<file path="config.mk">
export PLATFORM = sky130hd
export DESIGN_NAME = sbox_word_feeder_flat
export DESIGN_NICKNAME = d
export VERILOG_FILES = /design/src/rtl/sbox_word_feeder_if.sv /design/src/rtl/sbox_word_feeder.sv /design/src/flat_wrapper.sv
export SDC_FILE = /design/constraint.sdc
export NUM_CORES = 1
export LEC_CHECK = 0
export ABC_AREA = 0
export BUFFER_PORTS_ARGS = -buffer_cell sky130_fd_sc_hd__buf_2
export CAP_MARGIN = 20
export CORE_MARGIN = 2
export CORE_UTILIZATION = 40
export DETAILED_ROUTE_END_ITERATION = 8
export SYNTH_ARGS = -nofsm -noshare
export SYNTH_HDL_FRONTEND = slang
export SYNTH_SLANG_ARGS = --single-unit
</file>
<file path="constraint.sdc">
create_clock -name clk -period 1.7 [get_ports clk]
set_input_delay 0.255 -clock clk [delete_from_list [all_inputs] [get_ports clk]]
set_output_delay 0.255 -clock clk [all_outputs]
set_load 0.05 [all_outputs]
</file>
<file path="src/rtl/sbox_word_feeder_if.sv">
// Word-in / byte-out handshake bundle between an upstream column source and the
// AES S-box feeder. The feeder is the word-bus slave and drives the byte stream.
interface sbox_word_feeder_if #(
    parameter int NUM_BYTES = 4,
    parameter int IDX_W     = 2
);
    logic                   word_valid;
    logic                   word_ready;
    logic [8*NUM_BYTES-1:0] word_data;
    logic                   word_encrypt;
    logic                   byte_valid;
    logic                   byte_ready;
    logic [7:0]             G;
    logic                   encrypt;
    logic [IDX_W-1:0]       byte_idx;
    logic                   byte_last;

    // Upstream word source plus downstream byte sink.
    modport master (
        output word_valid, word_data, word_encrypt, byte_ready,
        input  word_ready, byte_valid, G, encrypt, byte_idx, byte_last
    );

    // The feeder itself.
    modport slave (
        input  word_valid, word_data, word_encrypt, byte_ready,
        output word_ready, byte_valid, G, encrypt, byte_idx, byte_last
    );
endinterface

</file>
<file path="src/rtl/sbox_word_feeder.sv">
// Serialises one state column per handshake into bytes for the shared AES
// S-box, holding operand and direction stable across downstream stalls.
module sbox_word_feeder #(
    parameter int NUM_BYTES = 4,
    parameter int IDX_W     = 2
) (
    input  logic                 clk,
    input  logic                 rst,
    sbox_word_feeder_if.slave    bus
);
    typedef enum logic {IDLE, SEND} state_t;

    localparam logic [IDX_W-1:0] LAST_IDX = IDX_W'(NUM_BYTES - 1);

    state_t                 state, state_d;
    logic [8*NUM_BYTES-1:0] word_q;
    logic                   enc_q;
    logic [IDX_W-1:0]       idx_q, idx_d;
    logic                   load;
    logic                   last;
    logic                   word_acc;
    logic                   byte_xfer;
    logic [7:0]             g_mux;

    assign last      = (state == SEND) && (idx_q == LAST_IDX);
    assign word_acc  = bus.word_valid && bus.word_ready;
    assign byte_xfer = (state == SEND) && bus.byte_ready;

    // Ready may follow byte_ready combinationally so the next word lands in the
    // same edge the last byte leaves: no bubble between words.
    assign bus.word_ready = !rst && ((state == IDLE) || (last && bus.byte_ready));

    assign bus.byte_valid = (state == SEND);
    assign bus.byte_last  = last;
    assign bus.encrypt    = enc_q;
    assign bus.byte_idx   = idx_q;
    assign bus.G          = g_mux;

    // Byte select is driven purely from registers, never from word_data.
    always_comb begin
        g_mux = 8'h00;
        for (int k = 0; k < NUM_BYTES; k++) begin
            if (idx_q == IDX_W'(k)) begin
                g_mux = word_q[8*k +: 8];
            end
        end
    end

    always_comb begin
        state_d = state;
        idx_d   = idx_q;
        load    = 1'b0;
        unique case (state)
            IDLE: begin
                if (word_acc) begin
                    state_d = SEND;
                    idx_d   = '0;
                    load    = 1'b1;
                end
            end
            SEND: begin
                if (byte_xfer) begin
                    if (!last) begin
                        idx_d = idx_q + IDX_W'(1);
                    end else if (word_acc) begin
                        state_d = SEND;
                        idx_d   = '0;
                        load    = 1'b1;
                    end else begin
                        state_d = IDLE;
                        idx_d   = '0;
                    end
                end
            end
            default: begin
                state_d = IDLE;
                idx_d   = '0;
            end
        endcase
    end

    always_ff @(posedge clk or posedge rst) begin
        if (rst) begin
            state  <= IDLE;
            idx_q  <= '0;
            word_q <= '0;
            enc_q  <= 1'b0;
        end else begin
            state <= state_d;
            idx_q <= idx_d;
            if (load) begin
                word_q <= bus.word_data;
                enc_q  <= bus.word_encrypt;
            end
        end
    end
endmodule

</file>
<file path="src/flat_wrapper.sv">
// flat-port wrapper written by rule: the top's interface ports become plain ports
module sbox_word_feeder_flat 
#(
    parameter int NUM_BYTES = 4,
    parameter int IDX_W     = 2
)
  (clk, rst, bus_word_valid, bus_word_data, bus_word_encrypt, bus_byte_ready, bus_word_ready, bus_byte_valid, bus_G, bus_encrypt, bus_byte_idx, bus_byte_last);
  sbox_word_feeder_if #(.NUM_BYTES(NUM_BYTES), .IDX_W(IDX_W)) bus_i ();
  input  logic clk;
  input  logic rst;
  input wire logic [$bits(bus_i.word_valid)-1:0] bus_word_valid;
  input wire logic [$bits(bus_i.word_data)-1:0] bus_word_data;
  input wire logic [$bits(bus_i.word_encrypt)-1:0] bus_word_encrypt;
  input wire logic [$bits(bus_i.byte_ready)-1:0] bus_byte_ready;
  output wire logic [$bits(bus_i.word_ready)-1:0] bus_word_ready;
  output wire logic [$bits(bus_i.byte_valid)-1:0] bus_byte_valid;
  output wire logic [$bits(bus_i.G)-1:0] bus_G;
  output wire logic [$bits(bus_i.encrypt)-1:0] bus_encrypt;
  output wire logic [$bits(bus_i.byte_idx)-1:0] bus_byte_idx;
  output wire logic [$bits(bus_i.byte_last)-1:0] bus_byte_last;
  assign bus_i.word_valid = bus_word_valid;
  assign bus_i.word_data = bus_word_data;
  assign bus_i.word_encrypt = bus_word_encrypt;
  assign bus_i.byte_ready = bus_byte_ready;
  assign bus_word_ready = bus_i.word_ready;
  assign bus_byte_valid = bus_i.byte_valid;
  assign bus_G = bus_i.G;
  assign bus_encrypt = bus_i.encrypt;
  assign bus_byte_idx = bus_i.byte_idx;
  assign bus_byte_last = bus_i.byte_last;
  sbox_word_feeder #(.NUM_BYTES(NUM_BYTES), .IDX_W(IDX_W)) u_core (.clk(clk), .rst(rst), .bus(bus_i));
endmodule
</file>
==> results.ini <==
[yosys]
syn_area_um2 = 1870
ys_warn_count = 0
synth_mux_area_share_pct = 26.5
synthCells = 146
synth_top_family_by_area = multiplexers
synth_xor_area_share_pct = 0
synth-seq-cells = 36
synth_simple_gate_area_share_pct = 9.03
synth_compound_area_share_pct = 8.49
synth_fa_ha_area_share_pct = 2.68
syn_avg_cell_area_um2 = 12.8
yosysSeqAreaShare_pct = 48.2
synth.distinct_cells = 21
syn_nets = 187

[global_route]
grt_usage_pct = 17.7
antenna_found_initial = 0
grt_max_degree = 37
grt_pass1_wl_um = 7060
globalRouteOverflowTotal = 0
grt_pass1_vias = 1495

[timing]
fmax_mhz = 522
setup_ws_ns = -0.215
slew_headroom_pct = 69.0
setup_viol_count_final = 43
fin_crit_ns = 1.92
rsz0062_at_grt = true
finalCritPeriodShare_pct = 113
tightest_slew_ns = 0.465
drv_slew = 0
skew_ns = 0.00499
hold_viol = 0

[drt]
first_iter_violations = 56
ant_nets = 0
vias = 1373
first_pass_iters = 4
via_per_inst = 5.09
wl_per_cell_um = 16.9
finalWirelength_um = 4570
drc = 0

[floorplanning]
core_um2 = 4440
die_y_um = 72.4
die_area_um2 = 5240
die_w_um = 72.4
io_pins = 51
row_count = 24
start_util_pct = 42.1

[power]
swShare_pct = 42.4
internal-power_mw = 3.81
irDropWorstVdd_mv = 1.26
combinationalPowerShare_pct = 66.0
pwr-share-seq_pct = 24.4
power.net_switching_mw = 2.80
p_clk_share_pct = 9.6
p_per_area_nw_per_um2 = 2380
p_total_mw = 6.61
leakage_nw = 1.29

[clock_tree]
cts_tree = built
clockBufferDepth = 2
cts_hold_buffers = 0
cts_sinks = 36
numCtsBuffers = 5
clk_pin_slew_ns = 0.07
clk_latency_ns = 0.29
htree_num_levels = 2
cts_root_buf = clkbuf_8

[outcome]
outcome = finished, violations left
violations = negative setup slack

[worst_setup_path]
endpoint_kind = output port
arrival_ns = 1.66
r2r-end = u_core.word_q[13]$_DFFE_PP0P_
worstSetupPathType = flop to output port
worstSetupStartpointType = flop
ff2ff_setup_slack_ns = -0.18
cp_max_fo = 9
r2r_cells = 8
cp.required_ns = 1.44
rr_startpoint = u_core.bus.byte_idx[1]$_DFFE_PP0P_

[placement]
dpl.hpwl_um = 3060
placed_area_um2 = 2380
port_buffers = 50
gp_congestion = 0.828

[run]
cap_violations = 0

[final_layout]
final_nets = 258
drive_gt1_share_pct = 61.5
fill_cells = 349
stdcell_area_um2 = 2780
areaGrowthSynthToFinish_pct = 48.4
diodes = 0

[hold_path]
hold_class = input pin to async pin

flip-flops by register name, indices dropped and copies added (netlist names):
register               flops
u_core.bus.byte_idx        2
u_core.bus.byte_valid      1
u_core.word_q             32
u_core.bus.encrypt         1
layer usage:
layer | vias up | GRT usage [%] | wire length (µm)
li1 | 642 | - | -
met5 | - | 0 | 0
met1 | 687 | 20.9 | 1860
met4 | 0 | 5.76 | 76
met3 | 8 | 5.14 | 211
met2 | 36 | 31.1 | 2420
metrics by stage:
| stage | utilization [%] | setup WS (ns) | std cells | TNS, ns | hold WS [ns] |
|---|---|---|---|---|---|
| final | 62.4 | -0.215 | 270 | -7.06 | 0.106 |
| after global routing | 62.4 | -0.275 | 270 | -9.94 | 0.142 |
| after CTS | 58.4 | -0.229 | 260 | -1.84 | 0.116 |
| after detailed placement | 53.5 | -0.0559 | 250 | -0.423 | 0.415 |
| after global placement | 53.5 | -0.0301 | 250 | -0.182 | 0.397 |
| after floorplan | - | -0.153 | 146 | -1.22 | 0.403 |
worst max-delay path by stage:
stage | from | endpoint | slack [ns] | cells after the start
after detailed placement | u_core.bus.byte_idx[0]$_DFFE_PP0P_ | bus_G[5] | -0.06 | 5
after floorplan | u_core.bus.byte_idx[1]$_DFFE_PP0P_ | bus_G[0] | -0.15 | 5
after global placement | u_core.bus.byte_idx[0]$_DFFE_PP0P_ | bus_G[6] | -0.03 | 6
final | u_core.bus.byte_idx[1]$_DFFE_PP0P_ | bus_G[2] | -0.22 | 5
after CTS | u_core.bus.byte_idx[0]$_DFFE_PP0P_ | bus_G[5] | -0.23 | 6
after global routing | u_core.bus.byte_idx[1]$_DFFE_PP0P_ | bus_G[2] | -0.27 | 5
what timing repair did:
item	4_1_cts	5_1_grt
setup endpoints to repair	10	43
resized for setup	27	14
cloned	0	2
pin swaps	2	4
endpoints found under the hold margin	0	0
setup buffers	2	8
power groups by stage:
stage	Combinational (mW)	Clock, mW	Sequential, mW
floorplan	2.76	0	1.68
global placement	3.49	0	1.59
detailed placement	3.53	0	1.60
CTS	4.06	0.652	1.61
global route	4.59	0.698	1.67
finish	4.36	0.635	1.61
area by class of cell:
class / instances / area [µm²] / share of cell area, %
clock buffer: 8 / 90.1 / 3.25
inverter: 11 / 41.3 / 1.49
multi-input combinational: 91 / 1070 / 38.6
sequential: 36 / 903 / 32.6
tap: 52 / 65.1 / 2.34
timing repair buffer: 72 / 604 / 21.8
worst max-delay path: stages (launching register included):
cell	delay (ns)
dfrtp_2	0.46
ha_4	0.19
buf_6	0.14
a22o_4	0.26
a31oi_4	0.14
buf_6	0.18
cells by family after synthesis:
| kind of cell | Yosys count |
|---|---|
| flip-flops | 36 |
| multiplexers | 34 |
| AND/OR/NAND/NOR | 33 |
| AO/OA/AOI/OAI | 20 |
| buffers and inverters | 19 |
| adder cells (fa/ha/maj) | 4 |
cells in the mapped netlist:
library cell | count | area share (%)
dfrtp_1 | 36 | 48
mux2_4 | 30 | 24
inv_1 | 11 | 2.2
nand2_1 | 11 | 2.2
nor2_1 | 10 | 2.0
a22o_1 | 8 | 3.7
a31oi_1 | 8 | 2.7
nand3b_1 | 8 | 3.2
ha_1 | 4 | 2.7
mux2_2 | 4 | 2.4
buf_6 | 3 | 1.8
buf_1 | 2 | 0.40
buf_2 | 2 | 0.54
nand2b_1 | 2 | 0.67
a21boi_4 | 1 | 1.0
and2_1 | 1 | 0.33
clkbuf_1 | 1 | 0.20
nor2_4 | 1 | 0.60
o211ai_1 | 1 | 0.40
o21ai_0 | 1 | 0.27
o31ai_1 | 1 | 0.40
placed cells by master (no fill, tap or decap), types with 2 or more instances in the layout:
master and count:
inv_2 2, a22o_1 7, clkbuf_1 2, buf_12 4
nor2_4 3, buf_4 7, nand2_1 11, clkbuf_16 2
buf_2 40, clkbuf_8 6, dfrtp_2 2, mux2_4 33
nand3b_1 8, buf_6 17, buf_8 2, ha_4 3
dfrtp_1 34, a31oi_4 8, nand2b_1 2, nor2_1 8
inv_1 9
(Power assumes the default switching activity.)
